## src/rtl/rc_route_xy_pipe.sv

```systemverilog
// rtl/rc_route_xy_pipe.sv - mesh route computation stage with packet tracking and 1-entry output register
// Optional: RC_ERR_CNT_EN adds a saturating err_cnt[7:0] output.
module rc_route_xy_pipe #(
  parameter int DATASIZE    = 30,
  parameter int MESH_X      = 5,
  parameter int MESH_Y      = 4,
  parameter int router_ID   = 6,
  parameter int DST_LSB     = 20,
  parameter int DST_W       = 5,
  parameter int TYPE_LSB    = 28,
  parameter int ROUTE_ORDER = 0
) (
  input  logic                rc_clk,
  input  logic                rst,
  input  logic [DATASIZE-1:0] data_in,
  input  logic                valid_in,
  output logic                ready_out,
  output logic [DATASIZE-1:0] data_out,
  output logic                valid_out,
  output logic [4:0]          direction_out,
  input  logic                rc_ready,
  output logic                err_out
`ifdef RC_ERR_CNT_EN
  ,
  output logic [7:0]          err_cnt
`endif
);

  localparam int CX = router_ID % MESH_X;
  localparam int CY = router_ID / MESH_X;

  localparam logic [1:0] FT_SINGLE = 2'b00;
  localparam logic [1:0] FT_HEAD   = 2'b01;
  localparam logic [1:0] FT_BODY   = 2'b10;

  typedef enum logic {IDLE, PKT} state_t;

  state_t              state_q, state_d;
  logic [4:0]          route_q, route_d;
  logic [DATASIZE-1:0] data_q, data_d;
  logic                valid_q, valid_d;
  logic [4:0]          dir_q, dir_d;
  logic                err_q, err_d;

  logic [1:0] ftype;
  logic       accept;
  logic [4:0] route_calc;
  logic       route_bad;
  int         dst_i;
  int         dx;
  int         dy;

  assign ftype     = data_in[TYPE_LSB +: 2];
  assign ready_out = !valid_q || rc_ready;
  assign accept    = valid_in && ready_out;

  // One-hot {W,S,E,N,Local}: b1 y-1, b2 x+1, b3 y+1, b4 x-1.
  always_comb begin
    route_calc = 5'b00000;
    route_bad  = 1'b0;
    dst_i      = int'(data_in[DST_LSB +: DST_W]);
    dx         = dst_i % MESH_X;
    dy         = dst_i / MESH_X;
    if (dst_i >= MESH_X * MESH_Y) begin
      route_bad = 1'b1;
    end else if (ROUTE_ORDER == 0) begin
      if (dy < CY)      route_calc = 5'b00010;
      else if (dy > CY) route_calc = 5'b01000;
      else if (dx > CX) route_calc = 5'b00100;
      else if (dx < CX) route_calc = 5'b10000;
      else              route_calc = 5'b00001;
    end else begin
      if (dx > CX)      route_calc = 5'b00100;
      else if (dx < CX) route_calc = 5'b10000;
      else if (dy < CY) route_calc = 5'b00010;
      else if (dy > CY) route_calc = 5'b01000;
      else              route_calc = 5'b00001;
    end
  end

  always_comb begin
    state_d = state_q;
    route_d = route_q;
    data_d  = data_q;
    valid_d = valid_q;
    dir_d   = dir_q;
    err_d   = 1'b0;
    if (accept) begin
      data_d  = data_in;
      valid_d = 1'b1;
      case (state_q)
        IDLE: begin
          if (ftype == FT_SINGLE) begin
            dir_d = route_calc;
            err_d = route_bad;
          end else if (ftype == FT_HEAD) begin
            dir_d   = route_calc;
            route_d = route_calc;
            err_d   = route_bad;
            state_d = PKT;
          end else begin
            dir_d = 5'b00000;
            err_d = 1'b1;
          end
        end
        default: begin
          // A head/single inside a packet is routed as new traffic but flagged.
          if (ftype == FT_BODY) begin
            dir_d = route_q;
          end else if (ftype == FT_HEAD) begin
            dir_d   = route_calc;
            route_d = route_calc;
            err_d   = 1'b1;
          end else if (ftype == FT_SINGLE) begin
            dir_d   = route_calc;
            err_d   = 1'b1;
            state_d = IDLE;
          end else begin
            dir_d   = route_q;
            state_d = IDLE;
          end
        end
      endcase
    end else if (valid_q && rc_ready) begin
      valid_d = 1'b0;
      dir_d   = 5'b00000;
    end
  end

  always_ff @(posedge rc_clk) begin
    if (rst) begin
      state_q <= IDLE;
      route_q <= 5'b00000;
      data_q  <= '0;
      valid_q <= 1'b0;
      dir_q   <= 5'b00000;
      err_q   <= 1'b0;
    end else begin
      state_q <= state_d;
      route_q <= route_d;
      data_q  <= data_d;
      valid_q <= valid_d;
      dir_q   <= dir_d;
      err_q   <= err_d;
    end
  end

  assign data_out      = data_q;
  assign valid_out     = valid_q;
  assign direction_out = dir_q;
  assign err_out       = err_q;

`ifdef RC_ERR_CNT_EN
  logic [7:0] err_cnt_q, err_cnt_d;

  always_comb begin
    err_cnt_d = err_cnt_q;
    if (err_d && (err_cnt_q != 8'hFF)) err_cnt_d = err_cnt_q + 8'd1;
  end

  always_ff @(posedge rc_clk) begin
    if (rst) err_cnt_q <= 8'h00;
    else     err_cnt_q <= err_cnt_d;
  end

  assign err_cnt = err_cnt_q;
`endif

endmodule

```

## config.mk

```make
export PLATFORM = sky130hd
export DESIGN_NAME = rc_route_xy_pipe
export DESIGN_NICKNAME = d
export VERILOG_FILES = /design/src/rtl/rc_route_xy_pipe.sv
export SDC_FILE = /design/constraint.sdc
export NUM_CORES = 1
export LEC_CHECK = 0
export ABC_CLOCK_PERIOD_IN_PS = 7900
export BUFFER_PORTS_ARGS = -buffer_cell sky130_fd_sc_hd__buf_2
export CORE_ASPECT_RATIO = 1.5
export CORE_MARGIN = 2
export CORE_UTILIZATION = 40
export DETAILED_ROUTE_END_ITERATION = 16
export GPL_TIMING_DRIVEN = 0
export SLEW_MARGIN = 20
export SYNTH_ARGS = -nofsm -noshare
export SYNTH_HDL_FRONTEND = slang
export SYNTH_SLANG_ARGS = --single-unit
```

## constraint.sdc

```tcl
create_clock -name rc_clk -period 7.9 [get_ports rc_clk]
set_input_delay 1.975 -clock rc_clk [delete_from_list [all_inputs] [get_ports rc_clk]]
set_output_delay 1.975 -clock rc_clk [all_outputs]
set_load 0.01 [all_outputs]
```

-- Word level (Yosys, flattened, before mapping)
Index checks and enable logic that the tools add are counted.
- magnitude comparators: 5
- div/mod/pow operators: 2
- eq/ne operators: 4
- reduce and logical (&&, ||, !) cells: 8
- shift-type cells: 0
- multiply operators: 0
- bitwise gates (word level): 1
- multiplexer cells: 30
- add/sub/neg operators: 0
- operators by type and width (cell ; number):
    5-bit 2-to-1 mux ; 17
    32-bit by 2-bit greater-than comparator with 1-bit output (second input constant) ; 2
    32-bit by 2-bit less-than comparator with 1-bit output (second input constant) ; 2
    6-bit by 4-bit divider with 32-bit output (second input constant) ; 1
    6-bit by 4-bit remainder unit with 32-bit output (second input constant) ; 1
    1-bit 2-to-1 mux ; 13
    5-bit greater-or-equal comparator (second input constant) ; 1
    2-bit inequality test (second input constant) ; 2
    3-bit AND reduction ; 1
    2-bit by 1-bit == test with 1-bit output (second input constant) ; 1
    2-bit == test (second input constant) ; 1
    1-bit logical AND ; 2
    2-bit zero test ; 1
    2-bit nonzero test ; 1
    2-bit OR reduction ; 1
    1-bit zero test ; 1
    1-bit logical OR ; 1
    1-bit NOT ; 1
- memories kept: 0
- memory bits (writable): 0
- latch bits: 0
- register bits: 43
- ROM bits: 0

-- Longest topological paths before layout
Gate-level depths: netlist of the first run.
- depth in word-level cells: 12
- gate-level depth with buffers: 17
- depth with buffers taken out: 16

-- Worst setup path before layout of the first run
OpenSTA, ideal clock, no wires.
- kind: input -> register
- start point: input data_in[22]
- end point: register route_q[2]
- stages: 16
- buffers on the path: 1
- data required time: 7831 ps
- path slack: 3110 ps
- setup time: 69 ps
- arrival time: 4721 ps
- path through: buf_4 -> nor2b_1 -> a21o_1 -> inv_1 -> ha_1 -> nor2b_1 -> a22oi_1 -> nand3_1 -> nand2_1 -> o21ai_0 -> ha_1 -> nor2b_1 -> o31ai_1 -> nor2_1 -> o221a_1 -> o21ai_1
- longest elaborated chain between the ends: 9
- elaborated cells between the ends (all ways): 14
- RTL lines (element ; RTL line ; RTL):
    start: declaration ; 15 ; input logic [DATASIZE-1:0] data_in,
    6-bit by 4-bit remainder unit with 32-bit output ; 62 ; dx = dst_i % MESH_X;
    32-bit by 2-bit greater-than comparator with 1-bit output ; n/a ;
    5-bit 2-to-1 mux ; 69 ; else if (dx > CX) route_calc = 5'b00100;
    5-bit 2-to-1 mux ; 68 ; else if (dy > CY) route_calc = 5'b01000;
    5-bit 2-to-1 mux ; 67 ; if (dy < CY) route_calc = 5'b00010;
    5-bit 2-to-1 mux * ; 64 ; if (dst_i >= MESH_X * MESH_Y) begin
    5-bit 2-to-1 mux * ; 96, 110 ;
    5-bit 2-to-1 mux (on tied branches) ; 93, 108 ;
    5-bit 2-to-1 mux * ; 91 ; case (state_q)
    end signal: assignment ; 140 ; route_q <= route_d;
    end: declaration ; 39 ; logic [4:0] route_q, route_d;
Every way passes the cells marked *; elsewhere a longest branch is shown, timed or not. The select of a mux whose other input is x is not followed.
A chain may end at the register's enable or synchronous reset.

-- Final worst setup path of the first run
- start point: input data_in[24]
- end point: register dir_q[0], in the netlist direction_out[0]
- longest elaborated chain between the ends: 12
- elaborated cells between the ends (all ways): 19
- RTL lines (element ; RTL line ; RTL):
    6-bit by 4-bit remainder unit with 32-bit output ; 62 ;
    32-bit by 2-bit less-than comparator with 1-bit output ; n/a ;
    5-bit 2-to-1 mux ; 70 ; else if (dx < CX) route_calc = 5'b10000;
    5-bit 2-to-1 mux ; 69 ;
    5-bit 2-to-1 mux ; 68 ;
    5-bit 2-to-1 mux ; 67 ;
    5-bit 2-to-1 mux * ; 64 ;
    5-bit 2-to-1 mux ; 114 ; end else if (ftype == FT_SINGLE) begin
    5-bit 2-to-1 mux ; 110 ; end else if (ftype == FT_HEAD) begin
    5-bit 2-to-1 mux ; 108 ; if (ftype == FT_BODY) begin
    5-bit 2-to-1 mux * ; 91 ;
    5-bit 2-to-1 mux * ; 88 ; if (accept) begin
    end signal: assignment ; 143 ; dir_q <= dir_d;
    end: declaration ; 42 ; logic [4:0] dir_q, dir_d;
Every way passes the cells marked *; elsewhere a longest branch is shown, timed or not.

==> results.toml, run 1 <==
[outcome]
run_status = "finished, final reports clean"

[synth]
synth.ff_latch_count = 43
ys_seq_area_frac = 0.355
synthArstFlopShare = 0
post-synth-top-area-cell = "dfxtp_1"
syn_inst = 317
syn_area_per_cell_sq_um = 7.65
top_cells_by_area_synth = "dfxtp_1, nand2_1, a21oi_1, ha_1, nor2_1"
synth_cell_type_count = 58
post_syn_area_sq_mm = 0.00243
synth.yosys.warnings = 0
number_of_enable_flip_flop_cells_after_synthesis = 0
ys.flop_type = "dfxtp_1"
synth.net_count = 359
synth.top_cell.area_share = 0.355

[placement]
dp_hpwl_mm = 5.09
portBuffers = 68
globalplace.congestion = 0.898
worst_setup_slack_before_clock_tree_synthesis_ns = 2.31

[clock_network]
cts.repair_timing.setup_buffer_count = 0
cts_resized = 0
clk_root_buffer_cell = "clkbuf_8"
h_tree_lvls = 2
holdBufCountCts = 0
cts_made_buffers = 5
clock_path_buffers = 2
cts_num_sinks = 43
tritoncts = "built"
clk_pin_slew_worst_paths_ns = 0.08
clkLatencyLatePin_ns = 0.30

[grt]
grt_pass1_wl_mm = 10.2
number_of_antenna_violations_at_the_first_check_in_global_routing = 0
grt_start_max_net_pins = 14
grt_overflow = 0
grt_pass1_vias = 2205
globalRouteTotalUtil = 0.192

[drt]
ant_nets = 0
post_drt_wl_per_cell_microns = 13.8
drt_first_pass_iters = 4
number_of_vias_per_cell = 5.36
remaining_drc_errors = 0
vias = 2491
drtIter0Drc = 122
totalWireLength_mm = 6.40

[critical_path]
crit_path_cell_trace = "buf_2 -> buf_2 -> nor2b_1 -> a21o_1 -> inv_1 -> ha_1 -> nor2b_1 -> a22oi_1 -> nand3_1 -> nand2_1 -> o21ai_0 -> ha_1 -> nor2b_1 -> o31ai_1 -> nor2_1 -> xnor2_1 -> o31ai_1"
timing.critical_path.mode_cell = "nor2b_1"
critPathMaxFanout = 10
end_kind = "flip-flop"
setup.worst_path.class = "in -> reg"
worst_path_largest_cell_delay_ns = 0.42
worst-path-buf-inv = 3
worst-endpoint-arrival_ns = 5.51
critPathTopFamily = "compound AO/OA/AOI/OAI gates"
critPathLaunchType = "input port"
worstPathRequired_ns = 8.11
worst_path_max_delay_cell = "o31ai_1"

[sta]
period_share = 0.671
timing_worst_slew_pin_value_ns = 0.642
setup_viol_count_final = 0
final.setup_skew_ns = 0.00437
tightest_slew_margin_relative_to_the_limit = 0.567
maxClockFrequency_ghz = 0.189
finalCriticalPeriod_ns = 5.30
rsz0062_at_grt = "no"
final.setup.worst_slack_ns = 2.60
report.final.hold_viol_count = 0
timing.setup.tns_ns = 0
timing.final.max_slew_violations = 0

[finish]
nets = 434
commonest_cells_after_routing_fill_and_taps_aside = "buf_2, nand2_1, dfxtp_1, a21oi_1, nor2_1"
drive_gt1_frac = 0.239
antenna-diode-count = 0
flow.area_growth_from_synthesis_pct = 22.0

[floorplanning]
ios = 72
die-width_microns = 67.6
coreArea_sq_mm = 0.00583
effective_utilization_at_floorplan = 0.416
die_area_sq_mm = 0.00672
die_h_microns = 99.4
placement_rows = 34

[pwr]
ir_worst_vdd_uv = 69.5
total_leakage_power_nw = 1.29
power-per-cell-area_mw_per_mm2 = 174

[flow_run]
max-cap-violations = 0

[hold_path]
hold_class = "reg -> reg"
==> layout make-up <==
type	count	area [sq um]
Clock inverter	1	7.51
Timing Repair Buffer	68	340
Tap cell	72	90.1
Clock buffer	7	96.3
Multi-Input combinational cell	245	1440
Sequential cell	43	861
Buffer	19	87.6
Fill cell	617	2870
Inverter	10	37.5
==> state kept, by name, indices dropped and copies added, names as in the netlist <==
signal and cells:
data_out 30, direction_out 5, err_out 1, route_q 5, state_q 1, valid_out 1
==> stage by stage <==
| step | instances | util | power, mW | instance area, sq um | hold slack [ns] |
|---|---|---|---|---|---|
| floorplan | 317 | - | 0.326 | 2430 | 0.426 |
| global placement | 457 | 0.490 | 0.366 | 2860 | 0.438 |
| detailed placement | 457 | 0.490 | 0.367 | 2860 | 0.443 |
| CTS | 465 | 0.508 | 0.520 | 2960 | 0.455 |
| global route | 465 | 0.508 | 0.546 | 2960 | 0.472 |
| finish | 465 | 0.508 | 0.515 | 2960 | 0.454 |
==> synth_stat cells, types with 3 or more instances <==
cell type  count
a22oi_1        6
inv_1         10
nand2b_1       5
a21oi_1       41
and2_1         6
o31ai_1        5
a31oi_1        3
nor2_1        19
buf_2          4
buf_1          3
clkbuf_1      10
xnor2_1        4
nand2_1       72
nand3_1        6
o21a_1         4
ha_1           8
nor2b_1        5
dfxtp_1       43
nor3_1         6
o21ai_0        8
==> metal layers <==
layer  share of wire  track usage
met5               0            0
met4           0.017       0.0644
met3           0.051       0.0238
met2            0.53        0.357
met1            0.41        0.215
==> worst paths after layout <==
path | cells after the start | to | slack [ns] | startpoint
hold / removal | 2 | data_out[16] | 0.45 | data_out[16]
setup reg to reg | 6 | route_q[1] | 5.92 | valid_out
hold reg to reg | 2 | data_out[16] | 0.45 | data_out[16]
setup / recovery | 17 | direction_out[0] | 2.60 | data_in[24]
==> logic make-up (layout without fill, tap and decap cells) <==
logic type	count (synthesis)	count (layout)	synth area share
buffers and inverters	29	105	0.0516
XOR/XNOR	4	4	0.0144
adder cells (fa/ha/maj)	8	8	0.0413
multiplexers	3	3	0.0129
AND/OR/NAND/NOR	134	134	0.255
flip-flops	43	43	0.355
AO/OA/AOI/OAI	96	96	0.270
==> worst min-delay path, stage by stage (launching register included) <==
cell and delay, ns:
dfxtp_1 0.31, nand2_1 0.05, a21oi_1 0.05
==> report_power, final <==
part           total, mW  switching, mW  internal (mW)  leakage, nW
registers          0.232        0.00497          0.227        0.352
clock network      0.154         0.0741         0.0795       0.0505
logic              0.129         0.0781         0.0511        0.889
(Power assumes the default switching activity.)
==> run 2, diff against run 1 <==
- ABC_CLOCK_PERIOD_IN_PS: 7900 -> 4700
- PLACE_DENSITY: not set -> 0.67
- clock period: 7.9 -> 4.7 ns (I/O delays scaled with it)
==> results.toml, run 2 (synthesis results as in run 1) <==
[critical_path]
r2r_cells = 6
worst-endpoint-arrival_ns = 4.56
r2r_end = "route_q[1]"
crit-reg2reg-launch = "valid_out"
critPathLaunchType = "input port"
critPathMaxFanout = 10
worstPathRequired_ns = 4.90
worst-r2r-setup-slack_ns = 2.73
worst_path_max_delay_cell = "a22oi_1"
worst_path_largest_cell_delay_ns = 0.30
end_kind = "flip-flop"
setup.worst_path.class = "in -> reg"
crit_path_cell_trace = "buf_2 -> buf_2 -> nor2b_1 -> a21o_1 -> inv_1 -> ha_1 -> nor2b_1 -> a22oi_1 -> nand3_1 -> nand2_1 -> o21ai_0 -> ha_1 -> a211oi_4 -> o31ai_1 -> a211oi_1 -> o221ai_1 -> o31ai_1"

[drt]
totalWireLength_mm = 6.18
drt_first_pass_iters = 5
number_of_vias_per_cell = 5.41
vias = 2510
drtIter0Drc = 128
ant_nets = 0
post_drt_wl_per_cell_microns = 13.3
remaining_drc_errors = 0

[floorplanning]
effective_utilization_at_floorplan = 0.416
coreArea_sq_mm = 0.00583
ios = 72
placement_rows = 34
die-width_microns = 67.6
die_h_microns = 99.4
die_area_sq_mm = 0.00672

[sta]
tightest_slew_margin_relative_to_the_limit = 0.536
timing_worst_slew_pin_value_ns = 0.688
rsz0062_at_grt = "no"
final.setup_skew_ns = 0.00430
maxClockFrequency_ghz = 0.229
hold_ws_ns = 0.447
report.final.hold_viol_count = 0
period_share = 0.928
timing.final.max_slew_violations = 0
setup_viol_count_final = 0
final.setup.worst_slack_ns = 0.339
finalCriticalPeriod_ns = 4.36

[hold_path]
whs_path_depth = 2
whs_endpoint = "route_q[2]"
hold_class = "reg -> reg"
launch_instance_of_the_worst_min_delay_path = "route_q[2]"

[pwr]
ir_worst_vdd_uv = 156
total_leakage_power_nw = 1.29
power-per-cell-area_mw_per_mm2 = 297
total_power_mw = 0.880

[grt]
grt_pass1_vias = 2271
grt_overflow = 0
number_of_antenna_violations_at_the_first_check_in_global_routing = 0
globalRouteTotalUtil = 0.185
grt_pass1_wl_mm = 9.86
grt_start_max_net_pins = 13

[finish]
sequential_cell_area_sq_um = 861
commonest_cells_after_routing_fill_and_taps_aside = "buf_2, nand2_1, dfxtp_1, a21oi_1, nor2_1"
nets = 434
layout.core_utilization = 0.509
flow.area_growth_from_synthesis_pct = 22.2
drive_gt1_frac = 0.237
largest_register_ff_count = 30
num-fill-cells = 616
antenna-diode-count = 0
final-instance-count-excl-fill = 464
multi_input_area_sq_mm = 0.00145

[placement]
worst_setup_slack_before_clock_tree_synthesis_ns = -0.0691
dp_hpwl_mm = 4.84
globalplace.congestion = 0.870
numPlacedInstances = 457
portBuffers = 68

[outcome]
run_status = "finished, final reports clean"

[clock_network]
tritoncts = "built"
holdBufCountCts = 0
clk_root_buffer_cell = "clkbuf_8"
h_tree_lvls = 2
cts_made_buffers = 5
clkLatencyLatePin_ns = 0.29
cts_resized = 0
clk_pin_slew_worst_paths_ns = 0.07
cts.repair_timing.setup_buffer_count = 0
cts_num_sinks = 43
clock_path_buffers = 2

[flow_run]
max-cap-violations = 0
run 2: how the worst max path moves through the flow:
stage                     start                to  slack [ns]  depth (start not counted)
detailed placement  data_in[24]        route_q[2]       -0.07                         17
CTS                 data_in[24]        route_q[2]        0.23                         17
global route        data_in[24]        route_q[4]        0.03                         16
finish              data_in[24]        route_q[4]        0.34                         17
global placement    data_in[24]  direction_out[0]        -0.1                         17
floorplan           data_in[22]        route_q[2]        0.71                         16
run 2: where the power goes:
| group | switching [mW] | total (mW) | internal, mW |
|---|---|---|---|
| Combinational | 0.130 | 0.216 | 0.0863 |
| Clock | 0.118 | 0.274 | 0.156 |
| Sequential | 0.00871 | 0.391 | 0.382 |
| Total | 0.256 | 0.880 | 0.624 |
run 2: final cells by class:
type / instances / share of cell area
sequential: 43 / 0.290
clock inverter: 1 / 0.0101
timing repair buffer: 68 / 0.115
buffer: 19 / 0.0295
clock buffer: 6 / 0.0245
multi-input combinational: 245 / 0.488
inverter: 10 / 0.0127
tap: 72 / 0.0304
run 2: worst max-delay path, delay by kind of cell:
| kind | cells | cell delay [ns] |
|---|---|---|
| AND/OR/NAND/NOR | 4 | 0.73 |
| AO/OA/AOI/OAI | 8 | 1.67 |
| adder cells (fa/ha/maj) | 2 | 0.50 |
| buffers and inverters | 3 | 0.49 |
run 2: layer usage:
| layer | GRT usage | vias to the layer above | wire length, microns |
|---|---|---|---|
| met5 | 0 | - | 0 |
| met4 | 0.0958 | 0 | 183 |
| met3 | 0.0260 | 15 | 288 |
| met2 | 0.336 | 81 | 3260 |
| met1 | 0.199 | 1150 | 2440 |
| li1 | - | 1264 | - |
run 2: stage by stage:
stage / setup TNS, ns / area, sq um
after floorplan: 0 / 2430
after global placement: -0.287 / 2860
after detailed placement: -0.248 / 2860
after CTS: 0 / 2960
after global routing: 0 / 2960
final: 0 / 2960
